File: src/rtl/alu_pkg.sv
// Shared constants and types for the RV64I integer-instruction encoder.
// Code numbering matches the ALU-control decoder's inst_name output.
package alu_pkg;

  localparam logic [4:0] INST_ADD   = 5'd0;
  localparam logic [4:0] INST_ADDW  = 5'd1;
  localparam logic [4:0] INST_SUB   = 5'd2;
  localparam logic [4:0] INST_SUBW  = 5'd3;
  localparam logic [4:0] INST_SLL   = 5'd4;
  localparam logic [4:0] INST_SLLW  = 5'd5;
  localparam logic [4:0] INST_SLT   = 5'd6;
  localparam logic [4:0] INST_SLTU  = 5'd7;
  localparam logic [4:0] INST_XOR   = 5'd8;
  localparam logic [4:0] INST_SRL   = 5'd9;
  localparam logic [4:0] INST_SRLW  = 5'd10;
  localparam logic [4:0] INST_SRA   = 5'd11;
  localparam logic [4:0] INST_SRAW  = 5'd12;
  localparam logic [4:0] INST_OR    = 5'd13;
  localparam logic [4:0] INST_AND   = 5'd14;
  localparam logic [4:0] INST_ADDI  = 5'd15;
  localparam logic [4:0] INST_ADDIW = 5'd16;
  localparam logic [4:0] INST_SLTI  = 5'd17;
  localparam logic [4:0] INST_SLTIU = 5'd18;
  localparam logic [4:0] INST_XORI  = 5'd19;
  localparam logic [4:0] INST_ORI   = 5'd20;
  localparam logic [4:0] INST_ANDI  = 5'd21;
  localparam logic [4:0] INST_SLLI  = 5'd22;
  localparam logic [4:0] INST_SLLIW = 5'd23;
  localparam logic [4:0] INST_SRLI  = 5'd24;
  localparam logic [4:0] INST_SRLIW = 5'd25;
  localparam logic [4:0] INST_SRAI  = 5'd26;
  localparam logic [4:0] INST_SRAIW = 5'd27;
  localparam logic [4:0] INST_LUI   = 5'd28;
  localparam logic [4:0] INST_AUIPC = 5'd29;
  localparam logic [4:0] INST_FAIL  = 5'd31;

  localparam logic [6:0] OPC_R     = 7'b0110011;
  localparam logic [6:0] OPC_RW    = 7'b0111011;
  localparam logic [6:0] OPC_I     = 7'b0010011;
  localparam logic [6:0] OPC_IW    = 7'b0011011;
  localparam logic [6:0] OPC_LUI   = 7'b0110111;
  localparam logic [6:0] OPC_AUIPC = 7'b0010111;

  localparam logic [6:0] F7_BASE = 7'b0000000;
  localparam logic [6:0] F7_ALT  = 7'b0100000;

  typedef enum logic [2:0] {
    FMT_R,
    FMT_I,
    FMT_SH64,
    FMT_SH32,
    FMT_U,
    FMT_ILL
  } fmt_e;

  typedef struct packed {
    fmt_e        fmt;
    logic [6:0]  opcode;
    logic [2:0]  funct3;
    logic [6:0]  funct7;
    logic [4:0]  rd;
    logic [4:0]  rs1;
    logic [4:0]  rs2;
    logic [31:0] imm;
  } s1_t;

endpackage

File: src/rtl/alu_enc_field.sv
// Combinational code -> {format, opcode, funct3, funct7} lookup.
// For 64-bit shifts the funct6 field is funct7[6:1].
module alu_enc_field
  import alu_pkg::*;
(
  input  logic [4:0] code,
  output fmt_e       fmt,
  output logic [6:0] opcode,
  output logic [2:0] funct3,
  output logic [6:0] funct7
);

  always_comb begin
    fmt    = FMT_ILL;
    opcode = '0;
    funct3 = '0;
    funct7 = F7_BASE;
    case (code)
      INST_ADD:   begin fmt = FMT_R; opcode = OPC_R;  funct3 = 3'b000; end
      INST_ADDW:  begin fmt = FMT_R; opcode = OPC_RW; funct3 = 3'b000; end
      INST_SUB:   begin fmt = FMT_R; opcode = OPC_R;  funct3 = 3'b000; funct7 = F7_ALT; end
      INST_SUBW:  begin fmt = FMT_R; opcode = OPC_RW; funct3 = 3'b000; funct7 = F7_ALT; end
      INST_SLL:   begin fmt = FMT_R; opcode = OPC_R;  funct3 = 3'b001; end
      INST_SLLW:  begin fmt = FMT_R; opcode = OPC_RW; funct3 = 3'b001; end
      INST_SLT:   begin fmt = FMT_R; opcode = OPC_R;  funct3 = 3'b010; end
      INST_SLTU:  begin fmt = FMT_R; opcode = OPC_R;  funct3 = 3'b011; end
      INST_XOR:   begin fmt = FMT_R; opcode = OPC_R;  funct3 = 3'b100; end
      INST_SRL:   begin fmt = FMT_R; opcode = OPC_R;  funct3 = 3'b101; end
      INST_SRLW:  begin fmt = FMT_R; opcode = OPC_RW; funct3 = 3'b101; end
      INST_SRA:   begin fmt = FMT_R; opcode = OPC_R;  funct3 = 3'b101; funct7 = F7_ALT; end
      INST_SRAW:  begin fmt = FMT_R; opcode = OPC_RW; funct3 = 3'b101; funct7 = F7_ALT; end
      INST_OR:    begin fmt = FMT_R; opcode = OPC_R;  funct3 = 3'b110; end
      INST_AND:   begin fmt = FMT_R; opcode = OPC_R;  funct3 = 3'b111; end
      INST_ADDI:  begin fmt = FMT_I; opcode = OPC_I;  funct3 = 3'b000; end
      INST_ADDIW: begin fmt = FMT_I; opcode = OPC_IW; funct3 = 3'b000; end
      INST_SLTI:  begin fmt = FMT_I; opcode = OPC_I;  funct3 = 3'b010; end
      INST_SLTIU: begin fmt = FMT_I; opcode = OPC_I;  funct3 = 3'b011; end
      INST_XORI:  begin fmt = FMT_I; opcode = OPC_I;  funct3 = 3'b100; end
      INST_ORI:   begin fmt = FMT_I; opcode = OPC_I;  funct3 = 3'b110; end
      INST_ANDI:  begin fmt = FMT_I; opcode = OPC_I;  funct3 = 3'b111; end
      INST_SLLI:  begin fmt = FMT_SH64; opcode = OPC_I;  funct3 = 3'b001; end
      INST_SLLIW: begin fmt = FMT_SH32; opcode = OPC_IW; funct3 = 3'b001; end
      INST_SRLI:  begin fmt = FMT_SH64; opcode = OPC_I;  funct3 = 3'b101; end
      INST_SRLIW: begin fmt = FMT_SH32; opcode = OPC_IW; funct3 = 3'b101; end
      INST_SRAI:  begin fmt = FMT_SH64; opcode = OPC_I;  funct3 = 3'b101; funct7 = F7_ALT; end
      INST_SRAIW: begin fmt = FMT_SH32; opcode = OPC_IW; funct3 = 3'b101; funct7 = F7_ALT; end
      INST_LUI:   begin fmt = FMT_U; opcode = OPC_LUI; end
      INST_AUIPC: begin fmt = FMT_U; opcode = OPC_AUIPC; end
      INST_FAIL:  fmt = FMT_ILL;
      default:    fmt = FMT_ILL;
    endcase
  end

endmodule

File: src/rtl/alu_inst_enc.sv
// Two-stage RV64I instruction encoder with valid/ready handshake:
// S1 holds the request and field decode, S2 the assembled word and error flag.
module alu_inst_enc
  import alu_pkg::*;
(
  input  logic        clk,
  input  logic        rst_n,
  input  logic        flush,
  input  logic        in_valid,
  output logic        in_ready,
  input  logic [4:0]  in_code,
  input  logic [4:0]  in_rd,
  input  logic [4:0]  in_rs1,
  input  logic [4:0]  in_rs2,
  input  logic [31:0] in_imm,
  output logic        out_valid,
  input  logic        out_ready,
  output logic [31:0] out_inst,
  output logic        out_err,
  output logic [15:0] enc_count,
  output logic [15:0] err_count
);

  fmt_e       f_fmt;
  logic [6:0] f_opcode;
  logic [2:0] f_funct3;
  logic [6:0] f_funct7;

  alu_enc_field u_field (
    .code   (in_code),
    .fmt    (f_fmt),
    .opcode (f_opcode),
    .funct3 (f_funct3),
    .funct7 (f_funct7)
  );

  logic        s1_valid_q, s1_valid_d;
  s1_t         s1_q, s1_d;
  logic        s2_valid_q, s2_valid_d;
  logic [31:0] s2_inst_q, s2_inst_d;
  logic        s2_err_q, s2_err_d;
  logic [15:0] enc_count_q, enc_count_d;
  logic [15:0] err_count_q, err_count_d;

  logic        s2_free, accept, advance, xfer;
  logic        asm_err;
  logic [31:0] asm_inst;

  assign s2_free  = !s2_valid_q || out_ready;
  assign in_ready = !flush && (!s1_valid_q || s2_free);
  assign accept   = in_valid && in_ready;
  assign advance  = s1_valid_q && s2_free;
  assign xfer     = s2_valid_q && out_ready;

  // Range checks and word assembly from the registered S1 fields.
  always_comb begin
    asm_err  = 1'b0;
    asm_inst = '0;
    case (s1_q.fmt)
      FMT_R: asm_inst = {s1_q.funct7, s1_q.rs2, s1_q.rs1, s1_q.funct3, s1_q.rd, s1_q.opcode};
      FMT_I: begin
        asm_err  = !((s1_q.imm[31:11] == '0) || (s1_q.imm[31:11] == '1));
        asm_inst = {s1_q.imm[11:0], s1_q.rs1, s1_q.funct3, s1_q.rd, s1_q.opcode};
      end
      FMT_SH64: begin
        asm_err  = |s1_q.imm[31:6];
        asm_inst = {s1_q.funct7[6:1], s1_q.imm[5:0], s1_q.rs1, s1_q.funct3, s1_q.rd, s1_q.opcode};
      end
      FMT_SH32: begin
        asm_err  = |s1_q.imm[31:5];
        asm_inst = {s1_q.funct7, s1_q.imm[4:0], s1_q.rs1, s1_q.funct3, s1_q.rd, s1_q.opcode};
      end
      FMT_U: begin
        asm_err  = |s1_q.imm[31:20];
        asm_inst = {s1_q.imm[19:0], s1_q.rd, s1_q.opcode};
      end
      default: asm_err = 1'b1;
    endcase
    if (asm_err) asm_inst = '0;
  end

  always_comb begin
    s1_valid_d  = s1_valid_q;
    s1_d        = s1_q;
    s2_valid_d  = s2_valid_q;
    s2_inst_d   = s2_inst_q;
    s2_err_d    = s2_err_q;
    enc_count_d = enc_count_q;
    err_count_d = err_count_q;

    if (accept) begin
      s1_d.fmt    = f_fmt;
      s1_d.opcode = f_opcode;
      s1_d.funct3 = f_funct3;
      s1_d.funct7 = f_funct7;
      s1_d.rd     = in_rd;
      s1_d.rs1    = in_rs1;
      s1_d.rs2    = in_rs2;
      s1_d.imm    = in_imm;
    end
    if (advance) begin
      s2_inst_d = asm_inst;
      s2_err_d  = asm_err;
    end

    if (s2_free) s2_valid_d = s1_valid_q;
    if (accept)       s1_valid_d = 1'b1;
    else if (advance) s1_valid_d = 1'b0;

    // Flush drops in-flight work but an output transfer this cycle still counts.
    if (flush) begin
      s1_valid_d = 1'b0;
      s2_valid_d = 1'b0;
    end

    if (xfer) begin
      if (s2_err_q) err_count_d = err_count_q + 16'd1;
      else          enc_count_d = enc_count_q + 16'd1;
    end
  end

  always_ff @(posedge clk or negedge rst_n) begin
    if (!rst_n) begin
      s1_valid_q  <= 1'b0;
      s1_q        <= '0;
      s2_valid_q  <= 1'b0;
      s2_inst_q   <= '0;
      s2_err_q    <= 1'b0;
      enc_count_q <= '0;
      err_count_q <= '0;
    end else begin
      s1_valid_q  <= s1_valid_d;
      s1_q        <= s1_d;
      s2_valid_q  <= s2_valid_d;
      s2_inst_q   <= s2_inst_d;
      s2_err_q    <= s2_err_d;
      enc_count_q <= enc_count_d;
      err_count_q <= err_count_d;
    end
  end

  assign out_valid = s2_valid_q;
  assign out_inst  = s2_inst_q;
  assign out_err   = s2_err_q;
  assign enc_count = enc_count_q;
  assign err_count = err_count_q;

endmodule

File: config.mk
export PLATFORM = sky130hd
export DESIGN_NAME = alu_inst_enc
export DESIGN_NICKNAME = d
export VERILOG_FILES = /design/src/rtl/alu_pkg.sv /design/src/rtl/alu_enc_field.sv /design/src/rtl/alu_inst_enc.sv
export SDC_FILE = /design/constraint.sdc
export NUM_CORES = 1
export LEC_CHECK = 0
export CAP_MARGIN = 10
export CORE_ASPECT_RATIO = 0.6
export CORE_MARGIN = 10
export CORE_UTILIZATION = 46
export CTS_CLUSTER_DIAMETER = 50
export DETAILED_ROUTE_END_ITERATION = 7
export GPL_TIMING_DRIVEN = 0
export PLACE_DENSITY_LB_ADDON = 0.05
export SLEW_MARGIN = 20
export SYNTH_ARGS = -nofsm -noshare
export SYNTH_HDL_FRONTEND = slang
export SYNTH_HIERARCHICAL = 1
export SYNTH_SLANG_ARGS = --single-unit
File: constraint.sdc
create_clock -name clk -period 2.2 [get_ports clk]
set_input_delay 0.33 -clock clk [delete_from_list [all_inputs] [get_ports clk]]
set_output_delay 0.33 -clock clk [all_outputs]
set_load 0.02 [all_outputs]
==> Word level (Yosys, flattened, before mapping) <==
Index checks and enable logic that the tools add are counted.
{ "classes": {"add_sub_neg": 2, "n_eq_ne": 34, "mux": 12, "bitwise": 1, "reduce_logical": 38} }
{ "op_table": {"columns": ["operator", "n"], "rows": [
  ["case mux 32 bit (5 select lines)", 1],
  ["equality test 5 bit (second input constant)", 14],
  ["equality test 5 x 4 -> 1 bit (second input constant)", 8],
  ["case mux 6 bit (6 select lines)", 1],
  ["adder 16 x 1 -> 16 bit (second input constant)", 2],
  ["2-to-1 mux 32 bit", 1],
  ["OR reduction 27 bit", 1],
  ["OR reduction 26 bit", 1],
  ["equality test 21 bit (second input constant)", 1],
  ["zero test 21 bit", 1],
  ["case mux 3 bit (7 select lines)", 1],
  ["equality test 5 x 3 -> 1 bit (second input constant)", 4],
  ["case mux 3 bit (5 select lines)", 1],
  ["OR reduction 15 bit", 1],
  ["OR reduction 12 bit", 1],
  ["OR reduction 2 bit", 6],
  ["equality test 5 x 2 -> 1 bit (second input constant)", 2],
  ["OR reduction 10 bit", 1],
  ["OR reduction 9 bit", 1],
  ["OR reduction 4 bit", 2],
  ["OR reduction 8 bit", 1],
  ["OR reduction 7 bit", 1],
  ["equality test 3 x 2 -> 1 bit (second input constant)", 2],
  ["2-to-1 mux 6 bit", 1],
  ["other kinds (17)", 31]
]} }
{ "totals": {"register_bits": 134, "in_bits": 57, "output_inout_bits": 67} }

==> Depth between registers and ports, before layout <==
{ "logic_depth": {"ltp_word": 7, "depth_mapped": 7, "mapped_depth_nobuf": 6} }

==> By module <==
Netlist, hierarchy kept.
{ "by_module_without_submodules": {"columns": ["mod", "instances", "cells_per_inst", "area_per_inst_um2", "seq_area_each_um2"], "rows": [
  ["alu_inst_enc", 1, 427, 5774.3, 3353.2],
  ["alu_enc_field", 1, 63, 479.2, 0.0]
]} }

==> Worst setup path before layout <==
Ideal clock, no wire load.
{ "synth_timing": {"kind": "flip-flop to flip-flop", "from": "register s2_valid_q (netlist: out_valid)", "to": "register s1_q[49] in the netlist's numbering", "arrival_ns": 1.892, "setup_slack_ns": 0.180, "stages_incl_launch_ff": 7, "path_buffers": 2, "synth_period_minus_slack_ns": 2.020, "path_cell_list": "dfrtp_1 nor2b_1 a21oi_1 nand2_1 buf_2 buf_2 mux2_1"} }
{ "synth_between": {"elab_chain_cells": 5} }
{ "synth_rtl": {"columns": ["item", "line", "source"], "rows": [
  ["from (decl)", "alu_inst_enc.sv:39", "logic s2_valid_q, s2_valid_d;"],
  ["from (signal assigned)", "alu_inst_enc.sv:134", "s2_valid_q <= s2_valid_d;"],
  ["zero test 1 bit", "alu_inst_enc.sv:49", "assign s2_free = !s2_valid_q || out_ready;"],
  ["logical OR 1 bit", "alu_inst_enc.sv:49", null],
  ["logical OR 1 bit", "alu_inst_enc.sv:50", "assign in_ready = !flush && (!s1_valid_q || s2_free);"],
  ["logical AND 1 bit", "alu_inst_enc.sv:50", null],
  ["named net in_ready", "alu_inst_enc.sv:10", "output logic in_ready,"],
  ["logical AND 1 bit", "alu_inst_enc.sv:51", "assign accept = in_valid && in_ready;"],
  ["to (signal assigned)", "alu_inst_enc.sv:125", "s1_q <= '0;"],
  ["to (signal assigned)", "alu_inst_enc.sv:133", "s1_q <= s1_d;"],
  ["to (decl)", "alu_inst_enc.sv:38", "s1_t s1_q, s1_d;"]
]} }
The timed path passes the listed nets, and every way through them passes these cells.
A chain may end at the register's enable or synchronous reset.

==> Worst setup path after layout <==
{ "layout_timing": {"from": "register s1_q[6] in the netlist's numbering", "to": "register s2_inst_q[27] (netlist: out_inst[27])"} }
{ "layout_between": {"elab_chain_cells": 3, "elab_cells_between_ends": 4, "cone_classes": "mux: 2; reduce/logical: 2"} }
{ "layout_rtl": {"columns": ["item", "line", "source"], "rows": [
  ["OR reduction 27 bit / OR reduction 26 bit (equally long branches)", "alu_inst_enc.sv:70, alu_inst_enc.sv:66", null],
  ["case mux 1 bit (5 select lines) *", "alu_inst_enc.sv:59", "case (s1_q.fmt)"],
  ["2-to-1 mux 32 bit *", "alu_inst_enc.sv:79", "if (asm_err) asm_inst = '0;"],
  ["to (signal assigned)", "alu_inst_enc.sv:135", "s2_inst_q <= s2_inst_d;"],
  ["to (decl)", "alu_inst_enc.sv:40", "logic [31:0] s2_inst_q, s2_inst_d;"]
]} }
Mark *: on every way between the ends. The rest lies on a longest branch, timed or not.

==> run summary <==
Fraction of registers with async set/reset: 100%
Worst Reg-to-Reg Cells: 5
Vias/cell: 5.57
# Post-CTS Setup Buffers: 0
Core area: 13100 um2
R2R Path Start: s1_q[6]
Peak Freq: 0.474 GHz
Worst rel slew slack: 57.5%
Placed instance area: 7740 um2
Fin. Hold Viols: 0
Critical path's top delay family: simple AND/OR/NAND/NOR gates
Buffers & Inverters on Critical Path: 1
TritonCTS Sinks: 134
Pwr Density: 981 nW/um2
H-tree depth: 4
Initial Utilization: 47.9%
Max Root-Sink Buffers: 2
Routability-driven placement congestion ratio: 0.837
Setup Skew: 12.1 ps
Finished Cell Area: 8410 um2
Reg2reg setup slack: 90 ps
CP max-delay cell: or4_4
Final wirelength: 16900 um
Final worst path period share: 95.9%
Crit-path cells: or4_4 -> nor4_4 -> a2bb2oi_4 -> buf_6 -> a32o_1
Fin cells: 822
Maximum vdd ir drop: 540 uV
Synthesis Warnings: 6
Final setup viols: 0
# diodes: 0
CP endpoint kind: register
Layout cells sized above 1: 23.9%
I/O Pins: 124
Cell row count: 32
Full die area: 18800 um2
Crit path largest cell delay: 570 ps
Die Y: 110 um
Post-synth cell types: 60
Number of synthesized flops with an enable pin: 0
Cell area after synthesis: 6250 um2
CP Launch Type: register
Max cap viols: 0
Per-cell routed wire length: 20.6 um
Largest net degree at the start of global routing: 99
Die Width: 171 um
Status: complete, no violations
# fillers: 989
Synthesis-stage register bit count: 134
Cells after DPL: 789
CTS tree: yes
Slew @ Worst Pin: 636 ps
Leakage power: 3.62 nW
Port buffer count: 122
Drt pass-1 iters: 5
Clock Pin Slew Worst Setup and Hold Paths: 60 ps
Initial DRC count: 344
Tmin final: 2110 ps
Syn_area_per_cell: 12.8 um2
Area growth syn-to-layout: 34.6%
Crit path max fanout: 10
Dominant synthesized flop cell: dfrtp_1
First-pass GRT wire length: 26200 um
DP Wirelength: 12200 um
CP required: 2540 ps
RR Endpoint: out_inst[27]
Worst Hold Class: input port to asynchronous set/reset pin
Nets: 698
Core Util, Final: 64.5%
Syn Inst Count: 490
Vias in the first global route: 4727
Crit path depth: 5
GR Overflow Total: 0
CP arrival: 2450 ps
DRC errors left: 0
Clk root buf: clkbuf_16
Initial antenna violation count: 0
Sequential area share after synthesis: 53.6%
Total Power: 8.26 mW
CP Class: register to register
Via count: 4575
Clk Latency, worst-skew pair: 410 ps
RSZ-0062 raised after global routing: false
Total GRT Usage: 18.0%
Routed Antenna Nets: 0
Pins over their slew limit: 0
Cts bufs inserted: 17
## state kept, by name (all words and copies together) (netlist names)
signal,count
enc_count,16
err_count,16
out_err,1
out_inst,32
out_valid,1
s1_q,67
s1_valid_q,1
## synthesized netlist by cell type (2+ instances only)
master | count | area share, %
buf_2 | 10 | 0.80
clkbuf_1 | 9 | 0.54
ha_1 | 2 | 0.40
a31oi_1 | 2 | 0.20
xor2_1 | 11 | 1.5
buf_6 | 9 | 1.6
nor2_1 | 13 | 0.78
nor2b_1 | 4 | 0.40
nand2_1 | 30 | 1.8
nor3_1 | 3 | 0.24
buf_4 | 10 | 1.2
nor4_1 | 2 | 0.20
xnor2_1 | 21 | 2.9
and3_1 | 9 | 0.90
a32o_2 | 10 | 1.8
and2b_1 | 2 | 0.24
and3b_1 | 2 | 0.28
dfrtp_1 | 134 | 54
mux2i_1 | 7 | 1.1
a21oi_1 | 10 | 0.80
nand3_1 | 14 | 1.1
inv_1 | 5 | 0.30
nor2_2 | 3 | 0.30
a22oi_1 | 7 | 0.84
and4_1 | 4 | 0.56
mux2_2 | 63 | 11
a32o_1 | 22 | 3.5
a22o_1 | 8 | 1.1
nand4_1 | 8 | 0.80
o21ai_0 | 17 | 1.4
nor4_4 | 3 | 1.0
nand2b_1 | 2 | 0.20
a2bb2oi_1 | 2 | 0.28
mux2_1 | 6 | 1.1
## how the worst max path moves through the flow
stage | from | end
after detailed placement | out_ready | s1_q[60]
after global placement | rst_n | enc_count[7]
after global routing | s1_q[64] | out_inst[22]
final | s1_q[6] | out_inst[27]
after CTS | s1_q[11] | out_inst[27]
after floorplan | out_valid | s1_q[49]
## repair_timing
action | in CTS | in global routing
pin swaps | 0 | 2
resized for setup | 1 | 2
hold endpoints to repair | 36 | 0
setup endpoints to repair | 1 | 30
hold buffers | 1 | 0
## where the power goes
part           total, mW  switching, mW  internal (mW)  leakage [nW]
Clock               3.15           1.12           2.03         0.313
Combinational       1.88          0.913          0.968          1.62
Sequential          3.23          0.365           2.86          1.68
## cell usage in the layout, fill, tap and decap left out, drive strengths merged, types with 3 or more instances in the layout
master / synthesis / final
o21ai: 18 / 18
nand3: 15 / 15
dfrtp: 134 / 134
clkinv: 0 / 3
a32o: 32 / 32
bufinv: 0 / 5
nor4: 6 / 6
a22oi: 7 / 7
nor2: 16 / 16
a22o: 8 / 8
clkdlybuf4s50: 0 / 120
mux2i: 7 / 7
and4: 4 / 4
nor3: 4 / 4
mux2: 70 / 70
nor2b: 4 / 4
inv: 5 / 9
xnor2: 21 / 21
nand4: 8 / 8
xor2: 12 / 12
nand2: 30 / 30
a2bb2oi: 3 / 3
buf: 29 / 31
conb: 1 / 7
clkbuf: 9 / 27
a21oi: 10 / 10
and3: 9 / 9
## cells by family (layout without fill, tap and decap cells)
logic type      after synthesis  count (layout)  synth area share, %
buf+inv                      43             199                 4.46
compound gates               91              91                 12.4
xor+xnor                     33              33                 4.74
mux                          77              77                 13.8
other cells                   1               7               0.0600
flops                       134             134                 53.6
fa+ha+maj                     2               2                0.400
simple gates                109             109                 10.6
## metal layers
layer	wire, um	vias up	global-route usage, %
met1	7910	2316	25.1
met5	0	-	0
met3	1380	17	5.72
li1	-	2093	-
met4	130	0	5.17
met2	7480	149	26.5
## per-stage QoR
step	hold WS [ps]	setup TNS, ps	worst slack [ps]
final	370	0	90.1
after global routing	410	0	4.54
after detailed placement	220	-6850	-190
after floorplan	34.4	0	180
after CTS	380	0	67.2
after global placement	460	-594270	-4400
## layout make-up
type	count	area (um2)	share of cell area [%]
Buffer	38	260	3.09
Clock buffer	18	429	5.10
Clock inverter	14	221	2.63
Inverter	5	18.8	0.223
Multi-Input combinational cell	319	2660	31.6
Sequential cell	134	3350	39.9
Tap cell	170	213	2.53
Timing Repair Buffer	124	1260	15.0
Note: power is estimated with default switching activity, not from simulation.
